**src/rtl/tdm_demux.sv**
```systemverilog
// ----------------------------------------------------------------------------
// tdm_demux
//   Receive side of the round-robin TDM path. Splits one time-multiplexed word
//   stream (channel 0 marked by in_sof) back into NCH registered per-channel
//   words with one-cycle strobes. A two-state sync FSM (HUNT/LOCK) tracks
//   frame alignment and pulses sync_err on a misplaced or missing SOF.
//
// Ports
//   clk         rising-edge clock
//   rst         asynchronous active-high reset
//   in_valid    in_data/in_sof valid this cycle
//   in_sof      this beat carries channel 0
//   in_data     multiplexed word (W bits)
//   ch_data     channel k word at [k*W +: W], holds last written value
//   ch_valid    one-cycle strobe per channel, at most one bit set
//   frame_done  one-cycle pulse when channel NCH-1 is written
//   sync_err    one-cycle pulse on early or missing SOF
//   locked      high while the FSM is in LOCK
// ----------------------------------------------------------------------------
module tdm_demux #(
    parameter int NCH = 4,
    parameter int W   = 8
) (
    input  logic             clk,
    input  logic             rst,
    input  logic             in_valid,
    input  logic             in_sof,
    input  logic [W-1:0]     in_data,
    output logic [NCH*W-1:0] ch_data,
    output logic [NCH-1:0]   ch_valid,
    output logic             frame_done,
    output logic             sync_err,
    output logic             locked
);

    localparam int SW = (NCH > 1) ? $clog2(NCH) : 1;
    localparam logic [SW-1:0] SLOT_LAST = SW'(NCH - 1);
    localparam logic [SW-1:0] SLOT_ONE  = SW'(1);

    typedef enum logic {HUNT = 1'b0, LOCK = 1'b1} state_t;

    state_t            state_q, state_d;
    logic [SW-1:0]     slot_q, slot_d;
    logic [NCH*W-1:0]  data_q, data_d;
    logic [NCH-1:0]    valid_q, valid_d;
    logic              fdone_q, fdone_d;
    logic              serr_q, serr_d;

    // Write request from the FSM; applied to the data/strobe next-state below.
    logic              wr_en;
    logic [SW-1:0]     wr_idx;

    always_comb begin
        state_d = state_q;
        slot_d  = slot_q;
        fdone_d = 1'b0;
        serr_d  = 1'b0;
        wr_en   = 1'b0;
        wr_idx  = '0;

        if (in_valid) begin
            case (state_q)
                HUNT: begin
                    // Words before the first SOF are dropped silently.
                    if (in_sof) begin
                        wr_en   = 1'b1;
                        slot_d  = SLOT_ONE;
                        state_d = LOCK;
                    end
                end
                LOCK: begin
                    if (in_sof) begin
                        // SOF mid-frame abandons the partial frame but is
                        // trusted as the new frame start.
                        serr_d = (slot_q != '0);
                        wr_en  = 1'b1;
                        slot_d = SLOT_ONE;
                    end else if (slot_q == '0) begin
                        // Expected SOF never came: alignment lost.
                        serr_d  = 1'b1;
                        slot_d  = '0;
                        state_d = HUNT;
                    end else begin
                        wr_en   = 1'b1;
                        wr_idx  = slot_q;
                        fdone_d = (slot_q == SLOT_LAST);
                        slot_d  = (slot_q == SLOT_LAST) ? '0 : slot_q + SLOT_ONE;
                    end
                end
                default: begin
                    state_d = HUNT;
                    slot_d  = '0;
                end
            endcase
        end
    end

    always_comb begin
        data_d  = data_q;
        valid_d = '0;
        if (wr_en) begin
            data_d[wr_idx*W +: W] = in_data;
            valid_d[wr_idx]       = 1'b1;
        end
    end

    always_ff @(posedge clk or posedge rst) begin
        if (rst) begin
            state_q <= HUNT;
            slot_q  <= '0;
            data_q  <= '0;
            valid_q <= '0;
            fdone_q <= 1'b0;
            serr_q  <= 1'b0;
        end else begin
            state_q <= state_d;
            slot_q  <= slot_d;
            data_q  <= data_d;
            valid_q <= valid_d;
            fdone_q <= fdone_d;
            serr_q  <= serr_d;
        end
    end

    assign ch_data    = data_q;
    assign ch_valid   = valid_q;
    assign frame_done = fdone_q;
    assign sync_err   = serr_q;
    assign locked     = (state_q == LOCK);

endmodule
```
**config.mk**
```make
export PLATFORM = sky130hd
export DESIGN_NAME = tdm_demux
export DESIGN_NICKNAME = d
export VERILOG_FILES = /design/src/rtl/tdm_demux.sv
export SDC_FILE = /design/constraint.sdc
export NUM_CORES = 1
export LEC_CHECK = 0
export ABC_AREA = 1
export CAP_MARGIN = 20
export CORE_ASPECT_RATIO = 0.5
export CORE_MARGIN = 5
export CORE_UTILIZATION = 42
export CTS_CLUSTER_SIZE = 20
export DETAILED_ROUTE_END_ITERATION = 7
export PLACE_DENSITY = 0.74
export RECOVER_POWER = 100
export SLEW_MARGIN = 20
export SYNTH_ARGS = -nofsm -noshare
export SYNTH_HDL_FRONTEND = slang
export SYNTH_SLANG_ARGS = --single-unit
export TNS_END_PERCENT = 1
```
**constraint.sdc**
```tcl
create_clock -name clk -period 3 [get_ports clk]
set_clock_uncertainty 0.1 [all_clocks]
set_input_delay 0.45 -clock clk [delete_from_list [all_inputs] [get_ports clk]]
set_output_delay 0.45 -clock clk [all_outputs]
set_load 0.01 [all_outputs]
```
==> impl_metrics.env, run 1 <==
export IMPL_die_height_um=57.6
export IMPL_grt_pass1_wl_mm=7.75
export IMPL_r2r_cells=7
export IMPL_crit_top_cell="nand2_1"
export IMPL_cts_setup_buffers=0
export IMPL_grt_pass1_vias=1624
export IMPL_filler_cell_count=386
export IMPL_drc=0
export IMPL_hold_violations=0
export IMPL_place_port_buffers=50
export IMPL_clockBufferDepth=2
export IMPL_required_ns=3.10
export IMPL_drt_iter0_markers=85
export IMPL_avgRoutedWirePerCell_um=13.9
export IMPL_holdBufCountCts=0
export IMPL_switching_share_pct=26.6
export IMPL_die_x_um=105
export IMPL_p_sw_uw=379
export IMPL_rrSetupSlack_ns=0.50
export IMPL_cp_startpoint="in_valid"
export IMPL_end_kind="flip-flop"
export IMPL_cts_tree="done"
export IMPL_slowest_stage="dlygate4sd3_1"
export IMPL_crit_fanout=11
export IMPL_rows=17
export IMPL_first_pass_iters=4
export IMPL_ys_warn_count=0
export IMPL_r2r_end="ch_data[24]"
export IMPL_synth_cells=211
export IMPL_start_util_pct=43.4
export IMPL_dieArea_um2=6050
export IMPL_cts_buffers=5
export IMPL_track_usage_pct=15.9
export IMPL_ios=51
export IMPL_setup_violations=0
export IMPL_final_cell_mix="nand2_1 (64), dlygate4sd3_1 (42), dfrtp_1 (41)"
export IMPL_finalPower_uw=1430
export IMPL_ant_nets=0
export IMPL_slew_headroom_pct=33.4
export IMPL_num_antenna_cells=0
export IMPL_ys_ff_latch=41
export IMPL_clock_sinks=41
export IMPL_area_growth_pct=33.9
export IMPL_antenna_found_initial=0
export IMPL_ys_seq_area_share_pct=54.0
export IMPL_core_area_um2=4380
export IMPL_cp_cell_sequence="dlygate4sd3_1 > nand2_1 > nor2_2 > nand2_1 > ha_1 > nand4_1 > o21ai_0"
export IMPL_synth_nets=231
export IMPL_worstSetupPathType="input pin to flip-flop"
export IMPL_irDropWorstVdd_mv=0.228
export IMPL_arrival_ns=2.66
export IMPL_maxSlewViolCount=0
export IMPL_p_leak_uw=0.00131
export IMPL_routed_via_density=4.91
export IMPL_vias=1590
export IMPL_worst_pin_slew_ns=0.999
export IMPL_clk_pin_slew_ns=0.08
export IMPL_p_clk_share_pct=36.9
export IMPL_hold_class="flip-flop to flip-flop"
export IMPL_fin_nets=286
export IMPL_tns_ns=0
export IMPL_grt_ovfl_total=0
export IMPL_cp_endpoint="ch_data[24]"
export IMPL_max_freq_ghz=0.391
export IMPL_pwr_share_seq_pct=44.3
export IMPL_p_int_uw=1050
export IMPL_final_common_cell="nand2_1"
export IMPL_power_density_nw_per_um2=561
export IMPL_critPathMaxStageDelay_ns=0.59
export IMPL_fin_util_pct=58.1
export IMPL_outcome="completed"
export IMPL_finalCriticalPeriod_ns=2.56
export IMPL_ctsResizeCount=0
export IMPL_cts_max_level=2
export IMPL_gp_congestion=0.789
export IMPL_syn_cell_area_um2=1900
export IMPL_cts_root_buffer="clkbuf_8"
export IMPL_detailed_place_hpwl_mm=3.34
export IMPL_rr_startpoint="slot_q[0]"
export IMPL_synth_distinct_cells=21
export IMPL_drive_above_1_share_pct=5.24
export IMPL_rsz0062_at_grt="false"
export IMPL_grt_max_degree=42
export IMPL_clk_latency_ns=0.29
export IMPL_wirelength_mm=4.50
export IMPL_combPwrFrac_pct=18.8
export IMPL_fin_crit_sh_pct=85.2
export IMPL_cap_violations=0
export IMPL_startpoint_type="input pin"
export IMPL_syn_area_per_cell_um2=9.01
logic make-up (layout without fill, tap and decap cells):
group                      count (synthesis)  after routing  share of synthesized area [%]
buffers and inverters                     26             82                           6.19
DFF                                       41             41                           54.0
adders and majority gates                  8              8                           5.27
AOI/OAI and AO/OA                         35             35                           9.35
and+or+nand+nor                          101            101                           25.2
power groups by stage:
stage,Clock (µW),Combinational [µW],Sequential (µW)
2_1_floorplan,0,132,662
3_3_place_gp,0,289,643
3_5_place_dp,0,297,641
4_1_cts,534,303,635
5_1_grt,559,299,638
6_report,526,269,632
final cells by class:
class | count | area (µm²) | area share (%)
inverter | 21 | 78.8 | 3.10
tap | 57 | 71.3 | 2.80
sequential | 41 | 1030 | 40.3
timing repair buffer | 53 | 520 | 20.5
clock buffer | 5 | 68.8 | 2.70
multi-input combinational | 144 | 714 | 28.1
clock inverter | 3 | 65.1 | 2.56
per-stage QoR:
step / cell area, µm² / cells / hold WS [ns] / setup WS, ns
final: 2540 / 324 / 0.384 / 0.444
after global placement: 2460 / 316 / 0.372 / 0.346
after global routing: 2540 / 324 / 0.416 / 0.128
after CTS: 2590 / 324 / 0.396 / 0.532
after floorplan: 1900 / 211 / 0.419 / 0.653
after detailed placement: 2460 / 316 / 0.377 / 0.276
metal layers:
layer | global-route usage [%] | vias to the layer above | part of all wire (%)
met5 | 0 | - | 0
met4 | 5.46 | 0 | 1.6
met3 | 4.41 | 8 | 5.5
met2 | 26.9 | 40 | 48
met1 | 19.9 | 760 | 45
li1 | - | 782 | -
flip-flops by register name (all words and copies together) (netlist names):
signal      cells
ch_valid        4
locked          1
ch_data        32
slot_q          2
sync_err        1
frame_done      1
critical path, delay by kind of cell:
kind,cells,cell delay (ns)
and+or+nand+nor,4,0.81
buffers and inverters,1,0.59
adders and majority gates,1,0.51
AOI/OAI and AO/OA,1,0.30
Yosys cell counts:
master     n  area share [%]
o21ai_1   10             2.6
nand2_1   61              12
nand3_1    1            0.26
nor3b_1    1            0.40
buf_6      2             1.2
buf_4      1            0.40
nand3_4    2             1.8
nor2_2     2            0.66
o211ai_1   1            0.40
dfrtp_1   41              54
ha_1       8             5.3
inv_1     21             4.1
nand3_2    2             1.1
nor2_1    18             3.6
nand3b_1   8             3.2
nand2_2    3            0.99
clkbuf_1   1            0.20
nand4_1    2            0.66
buf_2      1            0.26
o21ai_0   24             6.3
nand2_4    1            0.59
how the worst min path moves through the flow:
stage | cells past startpoint | startpoint | to | slack, ns
4_1_cts | 2 | ch_data[9] | ch_data[9] | 0.40
6_report | 2 | ch_data[9] | ch_data[9] | 0.38
3_5_place_dp | 2 | ch_data[0] | ch_data[0] | 0.38
3_3_place_gp | 2 | ch_data[15] | ch_data[15] | 0.37
5_1_grt | 2 | ch_data[6] | ch_data[6] | 0.42
2_1_floorplan | 2 | ch_data[0] | ch_data[0] | 0.42
No activity file was read; power rests on OpenSTA's default activity.
==> run 2: changes to the inputs <==
--- a/config.mk
+++ b/config.mk
@@ -12,7 +12,7 @@
 export CORE_UTILIZATION = 42
 export CTS_CLUSTER_SIZE = 20
 export DETAILED_ROUTE_END_ITERATION = 7
-export PLACE_DENSITY = 0.74
+export PLACE_DENSITY = 0.77
 export RECOVER_POWER = 100
 export SLEW_MARGIN = 20
 export SYNTH_ARGS = -nofsm -noshare
==> constraint.sdc (replaced) <==
create_clock -name clk -period 2.1 [get_ports clk]
set_clock_uncertainty 0.1 [all_clocks]
set_input_delay 0.315 -clock clk [delete_from_list [all_inputs] [get_ports clk]]
set_output_delay 0.315 -clock clk [all_outputs]
set_load 0.01 [all_outputs]
==> run 2 against run 1 <==
Compared with the run above: setup slack got worse by 0.31 ns; total power rose by 32%; core utilization rose by 2.9 points; sequential power rose by 43%; wire length fell by 2.2%; count of clock-buffer cells in the layout rose by 1; largest power group unchanged; highest routed layer unchanged.
==> impl_metrics.env, run 2 (synthesis results as in run 1) <==
export IMPL_start_util_pct=43.4
export IMPL_final_common_cell="nand2_1"
export IMPL_grt_use_met2_pct=24.6
export IMPL_fin_crit_sh_pct=93.8
export IMPL_fin_nets=298
export IMPL_cts_tree="done"
export IMPL_avgRoutedWirePerCell_um=13.1
export IMPL_preCtsSetupSlack_ns=-0.234
export IMPL_required_ns=2.20
export IMPL_cts_buffers=5
export IMPL_max_freq_ghz=0.508
export IMPL_p_sw_uw=558
export IMPL_grt_pass1_vias=1542
export IMPL_first_pass_iters=4
export IMPL_p_clk_share_pct=28.7
export IMPL_rr_startpoint="slot_q[1]"
export IMPL_drc=0
export IMPL_antenna_found_initial=0
export IMPL_hold_depth=2
export IMPL_pwr_share_seq_pct=47.8
export IMPL_power_density_nw_per_um2=707
export IMPL_grt_util_met1_pct=20.4
export IMPL_grt_ovfl_total=0
export IMPL_wirelength_mm=4.40
export IMPL_clk_latency_ns=0.28
export IMPL_ant_nets=0
export IMPL_core_area_um2=4380
export IMPL_setup_violations=0
export IMPL_rsz0062_at_grt="false"
export IMPL_worst_pin_slew_ns=0.985
export IMPL_vias=1591
export IMPL_die_height_um=57.6
export IMPL_hold_violations=0
export IMPL_finalPower_uw=1890
export IMPL_switching_share_pct=29.5
export IMPL_dieArea_um2=6050
export IMPL_grt_pass1_wl_mm=7.56
export IMPL_hold_class="flip-flop to flip-flop"
export IMPL_place_port_buffers=50
export IMPL_p_leak_uw=0.00135
export IMPL_crit_fanout=8
export IMPL_arrival_ns=2.07
export IMPL_p_int_uw=1330
export IMPL_maxSlewViolCount=0
export IMPL_gp_congestion=0.835
export IMPL_cts_root_buffer="clkbuf_8"
export IMPL_dp_cells=327
export IMPL_r2r_cells=9
export IMPL_slew_headroom_pct=34.3
export IMPL_clockBufferDepth=2
export IMPL_end_kind="flip-flop"
export IMPL_detailed_place_hpwl_mm=3.40
export IMPL_track_usage_pct=15.5
export IMPL_fin_cells=336
export IMPL_irDropWorstVdd_mv=0.324
export IMPL_whs_ns=0.385
export IMPL_fin_util_pct=60.9
export IMPL_cts_max_level=2
export IMPL_gr_usage_met3_pct=4.97
export IMPL_finalCriticalPeriod_ns=1.97
export IMPL_area_growth_pct=40.5
export IMPL_cap_violations=0
export IMPL_largest_reg_flops=32
export IMPL_startpoint_type="input pin"
export IMPL_combPwrFrac_pct=23.5
export IMPL_clk_pin_slew_ns=0.08
export IMPL_worstHoldStart="ch_data[0]"
export IMPL_routed_via_density=4.74
export IMPL_clock_sinks=41
export IMPL_cp_startpoint="in_valid"
export IMPL_num_antenna_cells=0
export IMPL_die_x_um=105
export IMPL_rows=17
export IMPL_worstSetupPathType="input pin to flip-flop"
export IMPL_final_cell_mix="nand2_1 (61), dlygate4sd3_1 (42), dfrtp_1 (41)"
export IMPL_drive_above_1_share_pct=13.3
export IMPL_ios=51
export IMPL_outcome="completed"
export IMPL_setup_slack_ns=0.130
export IMPL_drt_iter0_markers=59
export IMPL_grt_max_degree=42
export IMPL_grt_busiest_layer="met2"
export IMPL_holdBufCountCts=0
[run 2: changes by cell type in the layout (fill, tap and decap cells not counted), sizes merged]
cell / change
clkinv: +1
clkbuf: +2
bufinv: -2
buf: +11
[run 2: final timing paths]
kind | to | slack (ns)
worst max-delay path | ch_data[30] | 0.13
worst min-delay path | ch_data[0] | 0.39
worst max register to register | ch_data[30] | 0.14
worst min register to register | ch_data[0] | 0.39
max in group asynchronous | slot_q[1] | 0.62
min in group asynchronous | ch_valid[2] | 0.66
[run 2: power groups by stage]
stage / Sequential, µW / Combinational (µW) / Clock (µW)
final: 902 / 443 / 542
after global routing: 916 / 495 / 596
after CTS: 905 / 475 / 553
after detailed placement: 919 / 471 / 0
after global placement: 918 / 459 / 0
after floorplan: 946 / 207 / 0
[run 2: worst max-delay path: stages]
cell	delay [ns]
dlygate4sd3_1	0.56
nand2_2	0.08
nor2_4	0.14
nand2_1	0.11
inv_1	0.14
ha_1	0.20
nand4_1	0.10
clkbuf_2	0.20
o21ai_0	0.20
[run 2: area by class of cell]
cell class	instances	area (µm²)
clock buffers	6	82.6
clock inverters	2	13.8
fillers	372	1710
inverters	21	78.8
multi-input cells	144	792
flip-flops and latches	41	1030
well taps	57	71.3
repair buffers	65	606
[run 2: per-layer routing]
layer / up-vias / part of all wire, % / wire [µm]
met5: - / 0 / 0
met4: 0 / 1.2 / 55
met3: 7 / 5.5 / 240
met2: 32 / 47 / 2050
met1: 741 / 47 / 2060
li1: 811 / - / -
[run 2: timing repair]
item,in CTS,in global routing
resized for setup,0,4
setup endpoints to repair,0,16
buffers inserted,0,1
[run 2: per-stage QoR]
step / area (µm²) / setup TNS [ns]
6_report: 2670 / 0
5_1_grt: 2670 / 0
2_1_floorplan: 1930 / 0
3_5_place_dp: 2560 / -4.73
3_3_place_gp: 2560 / -3.00
4_1_cts: 2660 / 0
